### config.mk
export PLATFORM = sky130hd
export DESIGN_NAME = mem_arb
export DESIGN_NICKNAME = d
export VERILOG_FILES = /design/src/rtl/mem_arb_pkg.sv /design/src/rtl/mem_arb_rr.sv /design/src/rtl/mem_arb.sv
export SDC_FILE = /design/constraint.sdc
export NUM_CORES = 1
export LEC_CHECK = 0
export BUFFER_PORTS_ARGS = -buffer_cell sky130_fd_sc_hd__buf_2
export CORE_MARGIN = 5
export CORE_UTILIZATION = 35
export DETAILED_ROUTE_END_ITERATION = 8
export PLACE_DENSITY_LB_ADDON = 0.12
export SYNTH_ARGS = -nofsm -noshare
export SYNTH_HDL_FRONTEND = slang
export SYNTH_SLANG_ARGS = --single-unit
### constraint.sdc
create_clock -name clk_i -period 5.4 [get_ports clk_i]
set_input_delay 0.54 -clock clk_i [delete_from_list [all_inputs] [get_ports clk_i]]
set_output_delay 0.54 -clock clk_i [all_outputs]
set_load 0.005 [all_outputs]
### src/rtl/mem_arb_pkg.sv
// Shared encodings and widths for the two-master SRAM arbiter.
// Default address width is 8; override through the ADR_WIDTH parameter.
package mem_arb_pkg;

  localparam int MEMARB_ADR_WIDTH = 8;

  localparam int   MEMARB_WAIT_WIDTH = 4;
  localparam logic MEMARB_M_CPU      = 1'b0;
  localparam logic MEMARB_M_LDR      = 1'b1;

  typedef enum logic [3:0] {
    MEMARB_S_IDLE  = 4'b0001,
    MEMARB_S_ISSUE = 4'b0010,
    MEMARB_S_WAIT  = 4'b0100,
    MEMARB_S_DONE  = 4'b1000
  } memarb_state_e;

endpackage

### src/rtl/mem_arb_rr.sv
// Two-way round-robin picker: with both eligible, the master not served last wins.
// lock masks the CPU so only the loader can be picked.
module mem_arb_rr
  import mem_arb_pkg::*;
(
  input  logic [1:0] req,
  input  logic       last,
  input  logic       lock,
  output logic       any,
  output logic       win
);

  logic [1:0] elig;

  always_comb begin
    elig = lock ? {req[MEMARB_M_LDR], 1'b0} : req;
    any  = |elig;
    win  = (elig == 2'b11) ? ~last : elig[MEMARB_M_LDR];
  end

endmodule

### src/rtl/mem_arb.sv
// Two-master arbiter for the single-port SRAM: IDLE -> ISSUE -> WAIT -> DONE.
// Loader bus lock is built only when MEM_ARB_LOCK_EN is defined.
module mem_arb
  import mem_arb_pkg::*;
#(
  parameter int ADR_WIDTH   = MEMARB_ADR_WIDTH,
  parameter int DAT_WIDTH   = 8,
  parameter int WAIT_CYCLES = 1
) (
  input  logic                 clk_i,
  input  logic                 rst_ni,
  input  logic                 m0_req_i,
  input  logic                 m0_we_i,
  input  logic [ADR_WIDTH-1:0] m0_adr_i,
  input  logic [DAT_WIDTH-1:0] m0_dat_i,
  output logic                 m0_gnt_o,
  output logic                 m0_ack_o,
  input  logic                 m1_req_i,
  input  logic                 m1_we_i,
  input  logic [ADR_WIDTH-1:0] m1_adr_i,
  input  logic [DAT_WIDTH-1:0] m1_dat_i,
  output logic                 m1_gnt_o,
  output logic                 m1_ack_o,
`ifdef MEM_ARB_LOCK_EN
  input  logic                 m1_lock_i,
`endif
  output logic [DAT_WIDTH-1:0] dat_o,
  output logic                 mem_en_o,
  output logic                 mem_we_o,
  output logic [ADR_WIDTH-1:0] mem_adr_o,
  output logic [DAT_WIDTH-1:0] mem_dat_o,
  input  logic [DAT_WIDTH-1:0] mem_dat_i
);

  localparam logic [MEMARB_WAIT_WIDTH-1:0] WAIT_LOAD =
    MEMARB_WAIT_WIDTH'((WAIT_CYCLES > 0) ? WAIT_CYCLES - 1 : 0);

  memarb_state_e                state;
  logic                         owner;
  logic                         rr_last;
  logic                         lock_act;
  logic                         pick_any;
  logic                         pick_win;
  logic [MEMARB_WAIT_WIDTH-1:0] wait_cnt;
  logic [1:0]                   gnt_q;
  logic [1:0]                   ack_q;

  // Lock only holds the bus for a loader that already owns it.
`ifdef MEM_ARB_LOCK_EN
  assign lock_act = m1_lock_i && (owner == MEMARB_M_LDR);
`else
  assign lock_act = 1'b0;
`endif

  mem_arb_rr u_rr (
    .req  ({m1_req_i, m0_req_i}),
    .last (rr_last),
    .lock (lock_act),
    .any  (pick_any),
    .win  (pick_win)
  );

  assign m0_gnt_o = gnt_q[MEMARB_M_CPU];
  assign m1_gnt_o = gnt_q[MEMARB_M_LDR];
  assign m0_ack_o = ack_q[MEMARB_M_CPU];
  assign m1_ack_o = ack_q[MEMARB_M_LDR];

  always_ff @(posedge clk_i or negedge rst_ni) begin
    if (!rst_ni) begin
      state     <= MEMARB_S_IDLE;
      owner     <= MEMARB_M_CPU;
      rr_last   <= MEMARB_M_LDR;
      wait_cnt  <= '0;
      dat_o     <= '0;
      gnt_q     <= '0;
      ack_q     <= '0;
      mem_en_o  <= 1'b0;
      mem_we_o  <= 1'b0;
      mem_adr_o <= '0;
      mem_dat_o <= '0;
    end else begin
      case (state)
        MEMARB_S_IDLE: begin
          if (pick_any) begin
            state           <= MEMARB_S_ISSUE;
            owner           <= pick_win;
            gnt_q[pick_win] <= 1'b1;
            mem_en_o        <= 1'b1;
            mem_we_o        <= pick_win ? m1_we_i  : m0_we_i;
            mem_adr_o       <= pick_win ? m1_adr_i : m0_adr_i;
            mem_dat_o       <= pick_win ? m1_dat_i : m0_dat_i;
            if (!lock_act)
              rr_last <= pick_win;
          end
        end
        MEMARB_S_ISSUE: begin
          mem_en_o <= 1'b0;
          mem_we_o <= 1'b0;
          if (WAIT_CYCLES == 0) begin
            dat_o        <= mem_dat_i;
            ack_q[owner] <= 1'b1;
            state        <= MEMARB_S_DONE;
          end else begin
            wait_cnt <= WAIT_LOAD;
            state    <= MEMARB_S_WAIT;
          end
        end
        MEMARB_S_WAIT: begin
          if (wait_cnt == '0) begin
            dat_o        <= mem_dat_i;
            ack_q[owner] <= 1'b1;
            state        <= MEMARB_S_DONE;
          end else begin
            wait_cnt <= wait_cnt - MEMARB_WAIT_WIDTH'(1);
          end
        end
        MEMARB_S_DONE: begin
          gnt_q <= '0;
          ack_q <= '0;
          state <= MEMARB_S_IDLE;
        end
        default: state <= MEMARB_S_IDLE;
      endcase
    end
  end

endmodule
# Yosys cells after proc, flatten, opt, wreduce, memory -nomap -nowiden
# Index checks and enable logic that the tools add are counted.
# classes
add_sub_neg	1
order_cmp	4
eq_ne	8
n_mux	21
n_bitwise	3
n_reduce_logical	15
# ops
op	count
2-to-1 mux 8 bit	2
AND reduction 2 bit	7
2-to-1 mux 4 bit	3
one-hot mux 4 bit (3 select lines)	1
one-hot mux 2 bit (2 select lines)	2
one-hot mux 4 bit (2 select lines)	1
nonzero test 2 bit	4
2-to-1 mux 1 bit	6
inequality test 2 bit, second input constant	3
equality test 4 x 1 -> 1 bit, second input constant	1
equality test 4 x 2 -> 1 bit, second input constant	1
equality test 4 x 3 -> 1 bit, second input constant	1
equality test 4 bit, second input constant	1
zero test 4 bit	1
less-than comparator 1 x 2 -> 1 bit, second input constant	2
2-to-1 mux 2 bit	2
bitwise OR 2 bit	2
one-hot mux 1 bit (2 select lines)	2
subtractor 4 x 1 -> 4 bit, second input constant	1
demux 1 bit (select 1 bit)	2
equality test 2 bit, second input constant	1
greater-or-equal comparator 1 bit, second input constant	2
logical AND 1 bit	2
OR reduction 2 bit	1
NOT 1 bit	1
# totals
reg_bits	40
out_inout_bits	30

# Longest topological paths before layout
# Gate-level depths: netlist of the first run.
# logic_depth
depth_word	9
ltp_mapped	6
depth_no_buf	5

# Hierarchy
# Synthesis of the first run repeated with hierarchy kept, for this count alone.
# hier_totals
cells_unflattened	133
hier_area_um2	1808.0
# by_module_without_submodules
mod	n_inst	cells_per_inst	area_per_inst_um2	seq_area_each_um2
mem_arb	1	129	1780.5	1003.5
mem_arb_rr	1	4	27.5	0.0

# Worst setup path after synthesis of the first run
# Ideal clock, no wire load.
# synth_path
path_kind	reg2reg
start	register state[0]
end	register mem_adr_o[1]
setup_time_ns	0.125
t_arrival_ns	1.611
t_required_ns	5.275
setup_slack_ns	3.663
stages_incl_launch_ff	6
n_path_buf	1
period_less_slack_ns	1.737
cell_sequence	dfstp_2 > nor4b_4 > nand2_4 > clkinv_4 > buf_12 > mux2_4
# synth_via
elab_chain_cells	2
# synth_lines
element	line_no	source
start: declaration	mem_arb.sv:38	memarb_state_e state;
start signal: assignment	mem_arb.sv:70	state <= MEMARB_S_IDLE;
start signal: assignment	mem_arb.sv:85	state <= MEMARB_S_ISSUE;
start signal: assignment	mem_arb.sv:102	state <= MEMARB_S_DONE;
equality test 4 x 1 -> 1 bit	mem_arb.sv:82	case (state)
AND reduction 2 bit (no source line)	-	
end signal: assignment	mem_arb.sv:90	mem_adr_o <= pick_win ? m1_adr_i : m0_adr_i;
end: declaration	mem_arb.sv:30	output logic [ADR_WIDTH-1:0] mem_adr_o,
# Every way passes these cells.
# A chain may end at the register's enable or synchronous reset.

# Final worst setup path of the first run
# layout_path
start	register wait_cnt[0]
end	register dat_o[2]
# layout_via
elab_chain_cells	2
# layout_lines
element	line_no	source
start: declaration	mem_arb.sv:44	logic [MEMARB_WAIT_WIDTH-1:0] wait_cnt;
start signal: assignment	mem_arb.sv:114	wait_cnt <= wait_cnt - MEMARB_WAIT_WIDTH'(1);
zero test 4 bit	mem_arb.sv:109	if (wait_cnt == '0) begin
AND reduction 2 bit (no source line)	-	
end signal: assignment	mem_arb.sv:100	dat_o <= mem_dat_i;
end signal: assignment	mem_arb.sv:110	dat_o <= mem_dat_i;
end: declaration	mem_arb.sv:27	output logic [DAT_WIDTH-1:0] dat_o,
# Every way passes these cells.

==> impl_metrics.py, run 1 <==
metrics = {
    "clock_network": {
        "clkSinkCount": 40,
        "cts_hold_buf": 0,
        "cts_made_buffers": 5,
        "htreeDepth": 2,
        "cts_tree": "built",
        "clockRootBuffer": "clkbuf_8",
        "clockBufferDepth": 2,
        "clock_latency_ns": 0.29,
        "cts_setup_buffers": 0,
        "path_clk_slew_ns": 0.07,
        "cts-resized-gates": 0,
    },
    "power": {
        "clkPwrFrac_pct": 15.6,
        "switching_share_pct": 33.32,
        "p_switching_mw": 0.4137,
        "p_per_area_mw_per_mm2": 515.5,
        "internal_power_mw": 0.8278,
        "p_leak_nw": 1.146,
        "p_comb_share_pct": 41.0,
        "seq_power_share_pct": 43.4,
        "vdd_drop_max_mv": 0.2125,
    },
    "timing": {
        "rsz0062_at_grt": "no",
        "clock_skew_ns": 0.008297,
        "setup-tns-final_ns": 0,
        "final-setup-viol-count": 0,
        "max-slew-margin-rel_pct": 40.70,
        "fmax_ghz": 0.5050,
        "layout_setup_ws_ns": 3.420,
        "tightest_slew_ns": 0.8894,
        "hold_ws_ns": 0.3717,
        "post-route-period-util_pct": 36.67,
        "final_max_slew_viol_count": 0,
        "finalCriticalPeriod_ns": 1.980,
        "hold_viol": 0,
    },
    "yosys": {
        "yosysSeqAreaShare_pct": 52.73,
        "synthArstFlopShare_pct": 100.0,
        "ys_seq_elements": 40,
        "syn_avg_cell_area_um2": 13.69,
        "synth_edf_count": 0,
        "synth_area_mm2": 0.001903,
        "syn_inst": 139,
        "yosys_most_used_dff": "dfrtp_1",
        "synthTopCellsByArea": "dfrtp_1 (50%), mux2_2 (19%), mux2_4 (4.7%), dfstp_2 (2.8%), nor4b_4 (2.5%)",
        "yosysTopAreaCell": "dfrtp_1",
        "syn_nets": 187,
        "ys.warnings.count": 0,
        "synth_cell_types": 37,
        "synth_top_area_share_pct": 49.97,
    },
    "global_routing": {
        "grtUsageMet1_pct": 14.65,
        "grt_pass1_vias": 1508,
        "top_usage_layer": "met2",
        "grt_pass1_wl_um": 7134,
        "grt_max_degree": 41,
        "antenna_found_initial": 0,
        "grt_usage_pct": 12.26,
        "grt_use_met2_pct": 20.82,
        "gr-usage-met3_pct": 4.245,
        "gr-total-overflow": 0,
    },
    "critical_path": {
        "crit_path_start_kind": "flip-flop",
        "regToRegSetupSlack_ns": 3.42,
        "arrival_ns": 2.15,
        "cp_max_fo": 9,
        "reg2reg_from": "wait_cnt[0]$_DFFE_PN0P_",
        "endpoint_kind": "flip-flop",
        "reg2regPathDepth": 5,
        "critPathRequiredTime_ns": 5.57,
        "crit_type": "reg -> reg",
        "worstReg2RegEnd": "dat_o[2]$_DFFE_PN0P_",
        "startpoint": "wait_cnt[0]$_DFFE_PN0P_",
        "crit_end": "dat_o[2]$_DFFE_PN0P_",
    },
    "floorplan": {
        "core_area_mm2": 0.005205,
        "die_area_mm2": 0.007012,
        "start_util_pct": 36.56,
        "ioPinCount": 76,
        "row_count": 26,
        "die_w_um": 83.74,
        "fp.dieH_um": 83.74,
    },
    "detailed_routing": {
        "avgViaCountPerCell": 4.798,
        "dr_total_vias": 1377,
        "route.detailed.drc": 0,
        "ant_nets": 0,
        "drt-initial-drc-count": 73,
        "first_pass_iters": 4,
        "drt_wl_total_um": 4012,
        "wl_per_cell_um": 13.98,
    },
    "finish": {
        "area_growth_pct": 26.56,
        "fillCellCount": 502,
        "diodes": 0,
        "final_util_pct": 46.27,
        "drive_gt1_share_pct": 60.37,
        "instances_no_fill": 287,
        "final_nets": 264,
    },
    "flow_run": {
        "cap_violations": 0,
    },
    "placed_design": {
        "dp_hpwl_um": 3081,
        "place_worst_setup_slack_ns": 3.419,
        "gp_congestion": 0.7538,
        "port_buffers": 75,
        "placed_cells": 279,
    },
    "hold_path": {
        "hold_class": "in -> async",
    },
    "run_status": {
        "status": "finished, final reports clean",
    },
}
[synthesized netlist by cell type (all sizes together), types with 2 or more instances]
master	instances
dfrtp	38
mux2	38
inv	7
nor2	6
a21oi	5
a31oi	5
buf	5
nand2	5
nor4b	4
dfstp	2
ha	2
nand2b	2
o211ai	2
[power by group through the flow]
| stage | registers [mW] | logic, mW | clock network (mW) |
|---|---|---|---|
| detailed placement | 0.544 | 0.525 | 0 |
| finish | 0.539 | 0.509 | 0.194 |
| CTS | 0.541 | 0.523 | 0.205 |
| global placement | 0.538 | 0.516 | 0 |
| global route | 0.560 | 0.567 | 0.216 |
| floorplan | 0.528 | 0.365 | 0 |
[registers in the layout (all words and copies together) (netlist names)]
signal	flops
dat_o	8
state	4
ack_q	2
rr_last	1
mem_adr_o	8
wait_cnt	4
gnt_q	2
mem_en_o	1
mem_we_o	1
mem_dat_o	8
owner	1
[routing by layer]
layer  part of all wire, %  up-vias  wire (um)
met3                   6.6        6        265
met5                     0        -          0
met2                    51       50       2042
li1                      -      659          -
met4                   1.2        0         49
met1                    41      662       1655
[cells by family after synthesis]
logic type | count (synthesis) | share of synthesized area, %
and+or+nand+nor | 22 | 8.613
xor gates and xnor gates | 2 | 0.9206
AOI/OAI and AO/OA | 21 | 7.955
DFF | 40 | 52.73
muxes | 39 | 24.20
buffers and inverters | 13 | 4.274
adders and majority gates | 2 | 1.315
[worst max-delay path, stage by stage, from the launching register on]
cell     delay [ns]
dfrtp_1        0.38
inv_1          0.12
ha_1           0.19
nor3b_1        0.56
nand2_2        0.29
mux2_2         0.33
[metrics by stage]
stage / instance area, um2 / power (mW)
after detailed placement: 2320 / 1.069
after floorplan: 1903 / 0.8928
after global routing: 2409 / 1.343
final: 2409 / 1.242
after global placement: 2320 / 1.054
after CTS: 2409 / 1.269
[how the worst min path moves through the flow]
stage / slack, ns / cells past startpoint / to
2_1_floorplan: 0.24 / 0 / ack_q[0]$_DFFE_PN0P_
3_3_place_gp: 0.48 / 2 / gnt_q[0]$_DFFE_PN0P_
3_5_place_dp: 0.49 / 2 / gnt_q[0]$_DFFE_PN0P_
4_1_cts: 0.39 / 1 / mem_dat_o[5]$_DFFE_PN0P_
5_1_grt: 0.45 / 2 / rr_last$_DFFE_PN1P_
6_report: 0.37 / 1 / mem_dat_o[5]$_DFFE_PN0P_
[cell type report]
type	count	area, um2	area share [%]
Multi-Input combinational cell	86	818.3	33.97
Timing Repair Buffer	75	375.4	15.58
Clock inverter	2	16.27	0.6753
Tap cell	70	87.58	3.636
Sequential cell	40	1003	41.66
Clock buffer	6	72.57	3.013
Inverter	8	35.03	1.455
[placed cells by master, fill, tap and decap left out, types with 2 or more instances in the layout]
cell and count:
buf_2 75, dfrtp_1 38, mux2_2 32, inv_1 7, nor2_1 6, mux2_4 6, a21oi_1 5, a31oi_1 5
clkbuf_8 5, nand2_1 3, nor4b_4 2, o211ai_1 2, nor4b_1 2, clkinv_4 2, nand2b_1 2, ha_1 2
dfstp_2 2
(Power assumes the default switching activity.)
==> inputs of run 2 (changes only) <==
==> constraint.sdc (replaced) <==
create_clock -name clk_i -period 1.8 [get_ports clk_i]
set_input_delay 0.18 -clock clk_i [delete_from_list [all_inputs] [get_ports clk_i]]
set_output_delay 0.18 -clock clk_i [all_outputs]
set_load 0.005 [all_outputs]
==> impl_metrics.py, run 2 (synthesized netlist as in run 1, its figures left out) <==
metrics = {
    "run_status": {
        "status": "finished, final reports clean",
    },
    "power": {
        "seq_power_share_pct": 41.6,
        "p_comb_share_pct": 42.4,
        "p_switching_mw": 1.312,
        "p_leak_nw": 1.186,
        "internal_power_mw": 2.534,
        "vdd_drop_max_mv": 0.6176,
        "clkPwrFrac_pct": 15.9,
        "p_per_area_mw_per_mm2": 1551,
        "switching_share_pct": 34.11,
    },
    "finish": {
        "instances_no_fill": 295,
        "fillCellCount": 494,
        "final_cell_mix": "buf_2 (75), dfrtp_1 (38), mux2_2 (32)",
        "final_common_cell": "buf_2",
        "biggestRegsByFlops": "dat_o (8), mem_adr_o (8), mem_dat_o (8)",
        "final_nets": 272,
        "drive_gt1_share_pct": 62.22,
        "area_growth_pct": 30.31,
        "diodes": 0,
    },
    "detailed_routing": {
        "dr_total_vias": 1391,
        "drt_wl_total_um": 4313,
        "wl_per_cell_um": 14.62,
        "route.detailed.drc": 0,
        "avgViaCountPerCell": 4.715,
        "first_pass_iters": 4,
        "ant_nets": 0,
        "drt-initial-drc-count": 64,
    },
    "critical_path": {
        "regToRegSetupSlack_ns": 0.06,
        "endpoint_kind": "flip-flop",
        "critPathRequiredTime_ns": 1.98,
        "crit_path_start_kind": "flip-flop",
        "crit_slowest_cell": "dfstp_2",
        "reg2regPathDepth": 3,
        "crit_type": "reg -> reg",
        "reg2reg_from": "rr_last$_DFFE_PN1P_",
        "slowest_delay_ns": 0.57,
        "cp_max_fo": 17,
        "crit_chain": "a21bo_2, mux2_2, mux2_2",
        "cpMostUsedCell": "mux2_2",
        "worstReg2RegEnd": "mem_adr_o[7]$_DFFE_PN0P_",
        "arrival_ns": 1.91,
    },
    "global_routing": {
        "grt_usage_pct": 13.17,
        "grt_max_degree": 41,
        "grt_pass1_vias": 1625,
        "gr-total-overflow": 0,
        "grt_pass1_wl_um": 7445,
        "antenna_found_initial": 0,
    },
    "timing": {
        "clock_skew_ns": 0.007018,
        "tightest_slew_ns": 0.5102,
        "setup-tns-final_ns": 0,
        "hold_viol": 0,
        "fmax_ghz": 0.5757,
        "post-route-period-util_pct": 96.50,
        "rsz0062_at_grt": "no",
        "max-slew-margin-rel_pct": 65.51,
        "final-setup-viol-count": 0,
        "finalCriticalPeriod_ns": 1.737,
        "final_max_slew_viol_count": 0,
        "hold_ws_ns": 0.08755,
    },
    "clock_network": {
        "clkSinkCount": 40,
        "clock_latency_ns": 0.30,
        "cts_made_buffers": 5,
        "cts_setup_buffers": 0,
        "path_clk_slew_ns": 0.08,
        "clockRootBuffer": "clkbuf_8",
        "clockBufferDepth": 2,
        "htreeDepth": 2,
        "cts_tree": "built",
    },
    "floorplan": {
        "core_area_mm2": 0.005205,
        "row_count": 26,
        "die_area_mm2": 0.007012,
        "fp.dieH_um": 83.74,
        "ioPinCount": 76,
        "die_w_um": 83.74,
        "start_util_pct": 36.56,
    },
    "hold_path": {
        "hold_end": "rr_last$_DFFE_PN1P_",
        "hold_class": "in -> reg",
        "min_delay_path_depth": 2,
        "min-delay-start": "m0_req_i",
    },
    "placed_design": {
        "port_buffers": 75,
        "placed_cells": 286,
        "gp_congestion": 0.7783,
        "dp_hpwl_um": 3287,
    },
    "flow_run": {
        "cap_violations": 0,
    },
}
-- run 2: cell count changes in the layout (fill, tap and decap cells not counted) --
cell and delta:
dlygate4sd3_1 +1, clkinvlp_4 +1, clkbuf_1 -1, nor3b_2 +1
buf_4 +7, nor3b_1 -1
-- run 2: final cells by class --
class,count,area [um2],area share (%)
flip-flops and latches,40,1003,40.46
inverters,8,35.03,1.413
clock buffers,5,68.82,2.775
clock inverters,3,23.77,0.9586
multi-input cells,86,823.3,33.20
repair buffers,83,437.9,17.66
well taps,70,87.58,3.532
-- run 2: critical path: cells and delay by family, from the launching register on --
kind / cells / cell delay [ns]
compound gates: 1 / 0.40
mux: 2 / 0.65
flops: 1 / 0.57
-- run 2: worst max-delay path by stage --
stage | from | to | slack, ns | depth (start not counted)
global route | rr_last$_DFFE_PN1P_ | mem_adr_o[7]$_DFFE_PN0P_ | 0.002 | 3
floorplan | state[0]$_DFFE_PN1P_ | mem_adr_o[1]$_DFFE_PN0P_ | 0.06 | 5
global placement | wait_cnt[0]$_DFFE_PN0P_ | dat_o[4]$_DFFE_PN0P_ | 0.1 | 5
detailed placement | wait_cnt[0]$_DFFE_PN0P_ | dat_o[6]$_DFFE_PN0P_ | 0.005 | 5
finish | rr_last$_DFFE_PN1P_ | mem_adr_o[7]$_DFFE_PN0P_ | 0.06 | 3
CTS | wait_cnt[0]$_DFFE_PN0P_ | dat_o[6]$_DFFE_PN0P_ | 0.01 | 5
-- run 2: timing repair --
action,4_1_cts,5_1_grt
endpoints found under the setup margin,0,11
endpoints found under the hold margin,38,0
hold buffers,1,0
resized for setup,0,1
-- run 2: stage by stage --
step / total power [mW] / setup slack, ns / util, % / cell area [um2]
after floorplan: 2.678 / 0.06344 / - / 1903
after global placement: 3.217 / 0.09649 / 45.58 / 2372
after detailed placement: 3.289 / 0.004532 / 45.58 / 2372
after CTS: 3.916 / 0.01179 / 47.55 / 2475
after global routing: 4.149 / 0.001796 / 47.64 / 2480
final: 3.845 / 0.06292 / 47.64 / 2480
-- run 2: layer usage --
layer	track usage, %	routed length, um	vias to the layer above	share of wire, %
met2	22.05	2191	50	51
met4	3.947	60	0	1.4
met5	0	0	-	0
li1	-	-	668	-
met3	4.640	270	4	6.3
met1	15.90	1791	669	42
-- run 2: power by group through the flow --
stage	Sequential (mW)	Clock [mW]	Combinational [mW]
after floorplan	1.58	0	1.09
after global placement	1.60	0	1.62
after detailed placement	1.62	0	1.67
after CTS	1.61	0.633	1.67
after global routing	1.66	0.673	1.81
final	1.60	0.612	1.63
